==> src/rtl/regfile_port_arb_pkg.sv <==
// Shared CPU sizing constants, read-FSM state encoding and round-robin
// pointer values for the register-file port arbiter.
package regfile_port_arb_pkg;

    localparam int CPU_CAP       = 4;
    localparam int CPU_REG_COUNT = 3;

    typedef enum logic [1:0] {
        RD_IDLE  = 2'd0,
        RD_ISSUE = 2'd1,
        RD_RESP  = 2'd2
    } rd_state_e;

    // Identity of the requester granted most recently.
    localparam logic RR_A = 1'b0;
    localparam logic RR_B = 1'b1;

endpackage

==> src/rtl/regfile_port_arb_rr_arb2.sv <==
// Two-way round-robin arbiter: grants are combinational, and the last-grant
// pointer advances only when a grant (and therefore a transfer) happens.
module rr_arb2
    import regfile_port_arb_pkg::*;
(
    input  logic       clk_i,
    input  logic       rst_ni,
    input  logic [1:0] req_i,
    output logic [1:0] gnt_o
);

    logic       last_q;
    logic       last_d;
    logic [1:0] gnt_raw;

    always_comb begin
        gnt_raw = 2'b00;
        unique case (req_i)
            2'b01:   gnt_raw = 2'b01;
            2'b10:   gnt_raw = 2'b10;
            2'b11:   gnt_raw = (last_q == RR_B) ? 2'b01 : 2'b10;
            default: gnt_raw = 2'b00;
        endcase
    end

    // Nothing is granted while reset is held, even with requests present.
    assign gnt_o = rst_ni ? gnt_raw : 2'b00;

    always_comb begin
        last_d = last_q;
        if (gnt_o[0]) begin
            last_d = RR_A;
        end else if (gnt_o[1]) begin
            last_d = RR_B;
        end
    end

    always_ff @(posedge clk_i or negedge rst_ni) begin
        if (!rst_ni) begin
            last_q <= RR_B;
        end else begin
            last_q <= last_d;
        end
    end

endmodule

==> src/rtl/regfile_port_arb.sv <==
// Register-file port arbiter: two write requesters share the single write
// port via round robin; a three-state FSM sequences reads with RAW hazard hold.
//
// state    | meaning
// RD_IDLE  | waiting for a hazard-free read request
// RD_ISSUE | rf_r_en high, latched addresses on rf_raddr
// RD_RESP  | rd_valid high, rd_data carries the sampled read data
module regfile_port_arb
    import regfile_port_arb_pkg::*;
#(
    parameter int CAP       = CPU_CAP,
    parameter int REG_COUNT = CPU_REG_COUNT
) (
    input  logic             clk,
    input  logic             rst,
    input  logic             wa_valid,
    input  logic [CAP-1:0]   wa_addr,
    input  logic [CAP-1:0]   wa_data,
    output logic             wa_ready,
    input  logic             wb_valid,
    input  logic [CAP-1:0]   wb_addr,
    input  logic [CAP-1:0]   wb_data,
    output logic             wb_ready,
    input  logic             rd_req,
    input  logic [2*CAP-1:0] rd_addr,
    output logic             rd_ready,
    output logic             rd_valid,
    output logic [2*CAP-1:0] rd_data,
    output logic             rf_w_en,
    output logic [CAP-1:0]   rf_waddr,
    output logic [CAP-1:0]   rf_wdata,
    output logic             rf_r_en,
    output logic [2*CAP-1:0] rf_raddr,
    input  logic [2*CAP-1:0] rf_rdata
);

    localparam logic [CAP-1:0] REG_LIMIT = CAP'(REG_COUNT);

    logic [1:0]       gnt;
    logic             w_accept;
    logic [CAP-1:0]   w_addr;
    logic [CAP-1:0]   w_data;
    logic             rf_w_en_q;
    logic [CAP-1:0]   rf_waddr_q;
    logic [CAP-1:0]   rf_wdata_q;
    logic [CAP-1:0]   raddr0;
    logic [CAP-1:0]   raddr1;
    logic             hazard;
    logic             rd_xfer;
    rd_state_e        state_q;
    rd_state_e        state_d;
    logic [2*CAP-1:0] rf_raddr_q;
    logic [2*CAP-1:0] rd_data_q;

    rr_arb2 u_arb (
        .clk_i  (clk),
        .rst_ni (rst),
        .req_i  ({wb_valid, wa_valid}),
        .gnt_o  (gnt)
    );

    assign wa_ready = gnt[0];
    assign wb_ready = gnt[1];
    assign w_accept = |gnt;
    assign w_addr   = gnt[1] ? wb_addr : wa_addr;
    assign w_data   = gnt[1] ? wb_data : wa_data;

    // Out-of-range writes are still handshaken but never reach the regfile.
    always_ff @(posedge clk or negedge rst) begin
        if (!rst) begin
            rf_w_en_q  <= 1'b0;
            rf_waddr_q <= '0;
            rf_wdata_q <= '0;
        end else begin
            rf_w_en_q <= w_accept && (w_addr < REG_LIMIT);
            if (w_accept && (w_addr < REG_LIMIT)) begin
                rf_waddr_q <= w_addr;
                rf_wdata_q <= w_data;
            end
        end
    end

    assign rf_w_en  = rf_w_en_q;
    assign rf_waddr = rf_waddr_q;
    assign rf_wdata = rf_wdata_q;

    assign raddr0 = rd_addr[CAP-1:0];
    assign raddr1 = rd_addr[2*CAP-1:CAP];

    // A read waits until neither the write being accepted nor the one on the port targets it.
    assign hazard = (w_accept  && ((raddr0 == w_addr)     || (raddr1 == w_addr))) ||
                    (rf_w_en_q && ((raddr0 == rf_waddr_q) || (raddr1 == rf_waddr_q)));

    assign rd_ready = rst && (state_q == RD_IDLE) && !hazard;
    assign rd_xfer  = rd_req && rd_ready;

    always_comb begin
        state_d = state_q;
        unique case (state_q)
            RD_IDLE:  if (rd_xfer) state_d = RD_ISSUE;
            RD_ISSUE: state_d = RD_RESP;
            RD_RESP:  state_d = RD_IDLE;
            default:  state_d = RD_IDLE;
        endcase
    end

    always_ff @(posedge clk or negedge rst) begin
        if (!rst) begin
            state_q    <= RD_IDLE;
            rf_raddr_q <= '0;
            rd_data_q  <= '0;
        end else begin
            state_q <= state_d;
            if (rd_xfer) begin
                rf_raddr_q <= rd_addr;
            end
            if (state_q == RD_ISSUE) begin
                rd_data_q <= rf_rdata;
            end
        end
    end

    assign rf_r_en  = (state_q == RD_ISSUE);
    assign rf_raddr = rf_raddr_q;
    assign rd_valid = (state_q == RD_RESP);
    assign rd_data  = rd_data_q;

endmodule

==> config.mk <==
export PLATFORM = sky130hd
export DESIGN_NAME = regfile_port_arb
export DESIGN_NICKNAME = d
export VERILOG_FILES = /design/src/rtl/regfile_port_arb_pkg.sv /design/src/rtl/regfile_port_arb_rr_arb2.sv /design/src/rtl/regfile_port_arb.sv
export SDC_FILE = /design/constraint.sdc
export NUM_CORES = 1
export LEC_CHECK = 0
export CAP_MARGIN = 5
export CORE_UTILIZATION = 55
export DETAILED_ROUTE_END_ITERATION = 6
export DONT_BUFFER_PORTS = 1
export PLACE_DENSITY = 0.73
export SETUP_SLACK_MARGIN = 0.5
export SKIP_LAST_GASP = 1
export SLEW_MARGIN = 20
export SYNTH_ARGS = -nofsm -noshare
export SYNTH_HDL_FRONTEND = slang
export SYNTH_SLANG_ARGS = --single-unit
==> constraint.sdc <==
create_clock -name clk -period 2 [get_ports clk]
set_input_delay 0.4 -clock clk [delete_from_list [all_inputs] [get_ports clk]]
set_output_delay 0.4 -clock clk [all_outputs]
set_load 0.005 [all_outputs]
==> flow_summary.yaml, run 1 <==
layout:
  layout.cells.non_filler: 179
  final_cell_mix: "dfrtp_1 (27), xor2_1 (20), buf_4 (18), nand2_1 (10)"
  fill_cells: 179
  antenna_cells: 0
  nNetsFinal: 187
  drive_gt1_share_pct: 37.6
  syn_to_final_growth_pct: 21.7
  layout_commonest_cell: "dfrtp_1"
  fin_area_mm2: 0.00178
floorplanning:
  die_h_um: 53.6
  initial_core_util_pct: 58.7
  row_count: 18
  ioPinCount: 67
  dieArea_mm2: 0.00288
  coreArea_mm2: 0.00250
  chipWidth_um: 53.6
worst_setup_path:
  start_kind: "flop"
  critPathTopFamily: "flip-flops"
  r2r_cells: 7
  path_cells: "nand2_2 > nand3_4 > mux2i_4 > nor2_1 > o31a_2"
  crit_fanout: 6
  crit_slowest_cell: "dfstp_2"
  worstPathArrival_ns: 1.79
  crit_path_max_incr_delay_ns: 0.57
  reg2reg_from: "u_arb.last_q$_DFFE_PN1P_"
  r2r_end: "rf_raddr[1]$_DFFE_PN0P_"
  cp.required_ns: 1.60
  cp-end-kind: "primary output"
  r2r_slack_ns: -0.13
  cp.buffers_inverters: 0
  path_class: "reg2out"
placed_design:
  post-place-ws_ns: -0.191
  post-dp-hpwl_um: 2370
  place_congestion: 0.804
  port_buffers: 0
  postPlaceCellArea_mm2: 0.00156
  placed_cells: 162
cts:
  tritoncts: "done"
  cts_buffers: 3
  cts_root_buf: "clkbuf_4"
  cts_htree_levels: 1
  clk_path_buf_depth: 2
  numClockSinks: 28
  path_clk_slew_ns: 0.14
  clock_latency_ns: 0.33
sta:
  rsz0062_at_grt: "true"
  hold_viol: 0
  finalMaxSlewViolations: 0
  fin_crit_sh_pct: 110
  max_freq_mhz: 456
  final.min_clock_period_ns: 2.19
  slew_headroom_pct: 75.0
  clock_skew_ns: 0.0105
  fin_ws_ns: -0.193
  worst_pin_slew_ns: 0.371
  finalSetupViolCount: 9
detailed_routing:
  totalWireLength_um: 3370
  wire_per_inst_um: 18.8
  drt-vias-per-instance: 5.98
  drc: 0
  dr_total_vias: 1071
  dr.pass1.iters: 4
  drt.antenna.violating_nets: 0
  dr.first_iter.drc_count: 16
power_and_ir_drop:
  peakVddDrop_mv: 0.723
  p_clk_share_pct: 18.8
  power_density_mw_per_mm2: 818
  seqPwrFrac_pct: 55.5
  swShare_pct: 28.6
  comb_power_share_pct: 25.6
  intPower_mw: 1.04
  netSwitchingPower_uw: 418
  p_leak_nw: 0.803
worst_hold_path:
  worstHoldPathCells: 1
  worst_hold_path_type: "in2reg"
  holdCritStartpoint: "wa_valid"
  hold_end: "u_arb.last_q$_DFFE_PN1P_"
logic_synthesis:
  seq_area_frac_synth_pct: 47.9
  synthXorXnorAreaFrac_pct: 11.9
  synth-simple-area-share_pct: 10.8
  synthCells: 126
  avgSynthCellArea_um2: 11.6
  synthesis.area_mm2: 0.00147
  synth.yosys.warnings: 0
  synth_compound_area_share_pct: 9.56
  synth_fp_nets: 163
  synthMuxAreaShare_pct: 16.6
  yosys_register_bits: 28
  synthAdderAreaFrac_pct: 0
  synth_top_family_by_area: "multiplexers"
  synth.distinct_cells: 27
grt:
  grt_pass1_wl_um: 4800
  grt_pass1_vias: 1134
  gr-total-overflow: 0
  grt_start_max_net_pins: 29
  grt_usage_pct: 24.0
  antenna_found_initial: 0
run:
  maxCapViolations: 0
outcome:
  status: "complete, but fails checks"
  violations: "negative setup slack"
-- cell families after synthesis --
family                    Yosys count
xor gates and xnor gates           20
DFF                                28
muxes                              19
AOI/OAI and AO/OA                  20
and+or+nand+nor                    31
buffers and inverters               8
-- synthesized netlist by cell type, drive strengths merged --
| cell type | count | area [µm²] |
|---|---|---|
| nor2 | 8 | 30.0 |
| nor4b | 1 | 15.0 |
| a21oi | 5 | 28.8 |
| o22ai | 3 | 18.8 |
| dfrtp | 27 | 676 |
| inv | 4 | 15.0 |
| o21ai | 2 | 10.0 |
| nand3 | 1 | 10.0 |
| a211oi | 1 | 7.51 |
| o311a | 1 | 10.0 |
| mux2 | 16 | 210 |
| a2111o | 1 | 11.3 |
| nand2 | 11 | 41.3 |
| dfstp | 1 | 26.3 |
| a31oi | 5 | 31.3 |
| nor4 | 5 | 31.3 |
| xor2 | 20 | 175 |
| o2111a | 1 | 12.5 |
| buf | 3 | 27.5 |
| o31a | 1 | 10.0 |
| mux2i | 3 | 33.8 |
| nor2b | 5 | 31.3 |
| clkbuf | 1 | 3.75 |
-- flip-flops by register name, summed over array words and instances (netlist names) --
register      cells
rd_data           8
rf_raddr          8
rf_w_en           1
rf_waddr          4
rf_wdata          4
state_q           2
u_arb.last_q      1
-- metrics by stage --
step                util (%)  setup TNS (ns)  hold slack (ns)  power [mW]
CTS                     67.4          -0.455            0.118        1.44
finish                  71.4           -1.11            0.128        1.46
global placement        62.3          -0.599            0.105        1.11
global route            71.4           -1.53            0.117        1.54
floorplan                  -               0            0.104        1.05
detailed placement      62.3           -1.46            0.105        1.13
-- power by group through the flow --
stage	registers, mW	clock network (mW)	logic (mW)
2_1_floorplan	0.799	0	0.246
3_3_place_gp	0.819	0	0.294
3_5_place_dp	0.824	0	0.310
4_1_cts	0.812	0.284	0.346
5_1_grt	0.829	0.304	0.408
6_report	0.810	0.275	0.374
-- how the worst max path moves through the flow --
stage	end	startpoint	slack, ns	cells past startpoint
final	rd_ready	u_arb.last_q$_DFFE_PN1P_	-0.19	5
after CTS	rd_ready	u_arb.last_q$_DFFE_PN1P_	-0.17	5
after floorplan	rf_raddr[0]$_DFFE_PN0P_	u_arb.last_q$_DFFE_PN1P_	0.05	8
after detailed placement	rf_raddr[5]$_DFFE_PN0P_	u_arb.last_q$_DFFE_PN1P_	-0.19	6
after global routing	rd_ready	u_arb.last_q$_DFFE_PN1P_	-0.25	5
after global placement	rf_raddr[7]$_DFFE_PN0P_	u_arb.last_q$_DFFE_PN1P_	-0.08	6
-- area by class of cell --
type	count	area [µm²]	share of cell area, %
multi-input cells	90	786	44.0
flip-flops and latches	28	702	39.3
repair buffers	23	208	11.6
well taps	30	37.5	2.10
clock buffers	4	36.3	2.03
inverters	4	15.0	0.842
-- worst reg2reg max path, stage by stage, from the launching register on --
cell      delay (ns)
dfstp_2         0.57
nand2_2         0.06
nand3_4         0.15
buf_4           0.14
mux2i_1         0.18
o2111a_2        0.21
o311a_2         0.39
mux2_4          0.33
-- what timing repair did --
action / 4_1_cts / 5_1_grt
gates cloned: 0 / 1
endpoints found under the setup margin: 21 / 22
gates resized for setup: 5 / 6
pin swaps: 3 / 1
buffers inserted: 3 / 7
endpoints found under the hold margin: 28 / 0
hold buffers: 2 / 0
-- routing by layer --
layer / track usage (%) / part of all wire, %
met1: 26.2 / 40
met2: 43.3 / 51
met4: 12.3 / 2.6
met3: 5.08 / 6.0
met5: 0 / 0
(Power assumes the default switching activity.)
==> run 2: changes to the inputs <==
Settings changed: CORE_UTILIZATION 55 to 61, PLACE_DENSITY 0.73 to 0.77.
Clock period 2 ns to 2.49 ns, I/O delays scaled along.
==> flow_summary.yaml, run 2 (synthesis results as in run 1) <==
worst_setup_path:
  path_class: "reg2out"
  cp.required_ns: 1.99
  start_kind: "flop"
  crit_fanout: 6
  worstPathArrival_ns: 1.84
  cp-end-kind: "primary output"
floorplanning:
  row_count: 17
  initial_core_util_pct: 65.7
  coreArea_mm2: 0.00223
  dieArea_mm2: 0.00260
  chipWidth_um: 51.0
  die_h_um: 51.0
  ioPinCount: 67
layout:
  layout_commonest_cell: "dfrtp_1"
  drive_gt1_share_pct: 32.6
  regArea_um2: 703
  multi_input_area_um2: 822
  fill_cells: 149
  final_cell_mix: "dfrtp_1 (26), xor2_1 (20), nand2_1 (10)"
  fin_util_pct: 77.4
  nNetsFinal: 176
  layout.cells.non_filler: 166
  syn_to_final_growth_pct: 17.9
  antenna_cells: 0
worst_hold_path:
  worst_hold_path_type: "in2reg"
outcome:
  status: "complete, no violations"
detailed_routing:
  totalWireLength_um: 3660
  dr.pass1.iters: 4
  drt-vias-per-instance: 6.56
  dr_total_vias: 1089
  wire_per_inst_um: 22.0
  drt.antenna.violating_nets: 0
  drc: 0
  dr.first_iter.drc_count: 32
power_and_ir_drop:
  p_leak_nw: 0.759
  comb_power_share_pct: 22.5
  power_density_mw_per_mm2: 714
  p_clk_share_pct: 24.4
  p_total_mw: 1.23
  seqPwrFrac_pct: 53.1
  peakVddDrop_mv: 0.586
  netSwitchingPower_uw: 345
  swShare_pct: 27.9
  intPower_uw: 890
grt:
  antenna_found_initial: 0
  gr-total-overflow: 0
  grt_pass1_wl_um: 5070
  grt_pass1_vias: 1024
  grt_usage_pct: 27.0
  grt_start_max_net_pins: 29
run:
  maxCapViolations: 0
cts:
  path_clk_slew_ns: 0.16
  tritoncts: "done"
  clock_latency_ns: 0.33
  clk_path_buf_depth: 2
  cts_root_buf: "clkbuf_4"
  cts_buffers: 3
  cts_htree_levels: 1
  numClockSinks: 28
sta:
  finalSetupViolCount: 0
  max_freq_mhz: 428
  fin_crit_sh_pct: 93.7
  finalMaxSlewViolations: 0
  rsz0062_at_grt: "true"
  clock_skew_ns: 0.00441
  final.min_clock_period_ns: 2.33
  hold-worst-slack_ns: 0.210
  hold_viol: 0
  setup_tns_ns: 0
  slew_headroom_pct: 38.2
  worst_pin_slew_ns: 0.917
placed_design:
  place_congestion: 0.807
  post-dp-hpwl_um: 2230
  port_buffers: 0
  placed_cells: 151
-- run 2: cell types whose count changed in the layout (fill, tap and decap cells not counted), sizes merged --
| cell | previous run | this run |
|---|---|---|
| clkbuf | 4 | 3 |
| bufinv | 0 | 1 |
| buf | 21 | 10 |
| o311a | 1 | 2 |
| clkdlybuf4s15 | 1 | 0 |
-- run 2: what timing repair did --
| action | in CTS | in global routing |
|---|---|---|
| resized for setup | 8 | 9 |
| setup buffers | 4 | 4 |
| hold buffers | 2 | 0 |
| cloned | 0 | 1 |
| endpoints found under the hold margin | 28 | 0 |
| pin swaps | 5 | 2 |
| setup endpoints to repair | 15 | 15 |
-- run 2: routing by layer --
layer / track usage [%] / vias to the layer above / share of wire [%]
met1: 33.9 / 541 / 38
met5: 0 / - / 0
li1: - / 468 / -
met2: 46.3 / 72 / 51
met4: 7.41 / 0 / 1.8
met3: 6.55 / 8 / 9.5
-- run 2: power by group through the flow --
stage,clock network (mW),registers [mW],logic [mW]
after floorplan,0,0.641,0.195
after global placement,0,0.664,0.204
after detailed placement,0,0.665,0.216
after CTS,0.305,0.655,0.252
after global routing,0.325,0.667,0.298
final,0.302,0.655,0.277
-- run 2: worst paths after layout --
kind	startpoint	depth (start not counted)	slack [ns]	end
hold / removal	wa_valid	1	0.21	u_arb.last_q$_DFFE_PN1P_
setup reg to reg	u_arb.last_q$_DFFE_PN1P_	7	0.36	rf_raddr[3]$_DFFE_PN0P_
setup / recovery	u_arb.last_q$_DFFE_PN1P_	5	0.16	rd_ready
min in group asynchronous	rst	2	0.59	state_q[0]$_DFFE_PN0P_
hold reg to reg	state_q[1]$_DFFE_PN0P_	1	0.50	state_q[1]$_DFFE_PN0P_
max in group asynchronous	rst	2	1.68	u_arb.last_q$_DFFE_PN1P_
-- run 2: area by class of cell --
cell class / count / area share [%]
Multi-Input combinational cell: 91 / 47.5
Sequential cell: 28 / 40.7
Timing Repair Buffer: 11 / 5.86
Tap cell: 28 / 2.03
Clock inverter: 1 / 1.74
Clock buffer: 3 / 1.30
Inverter: 4 / 0.868
-- run 2: worst max-delay path, stage by stage, from the launching register on --
cell,delay (ns)
dfstp_2,0.41
nand2_2,0.07
nand3_4,0.16
nor4_4,0.38
o22ai_2,0.16
o31a_2,0.32
-- run 2: through the flow --
| step | setup WS [ns] | cell area [µm²] |
|---|---|---|
| floorplan | 0.522 | 1470 |
| global placement | 0.309 | 1480 |
| detailed placement | 0.239 | 1480 |
| CTS | 0.218 | 1640 |
| global route | 0.0822 | 1730 |
| finish | 0.156 | 1730 |
==> run 3: changes to the inputs <==
Settings changed: CORE_UTILIZATION 61 to 55, PLACE_DENSITY 0.77 to 0.73, SLEW_MARGIN 20 to 0.
Clock period 2.49 ns to 2 ns, I/O delays scaled along.
==> results of run 3 <==
Final layout, timing and power as in run 1 (identical DEF).
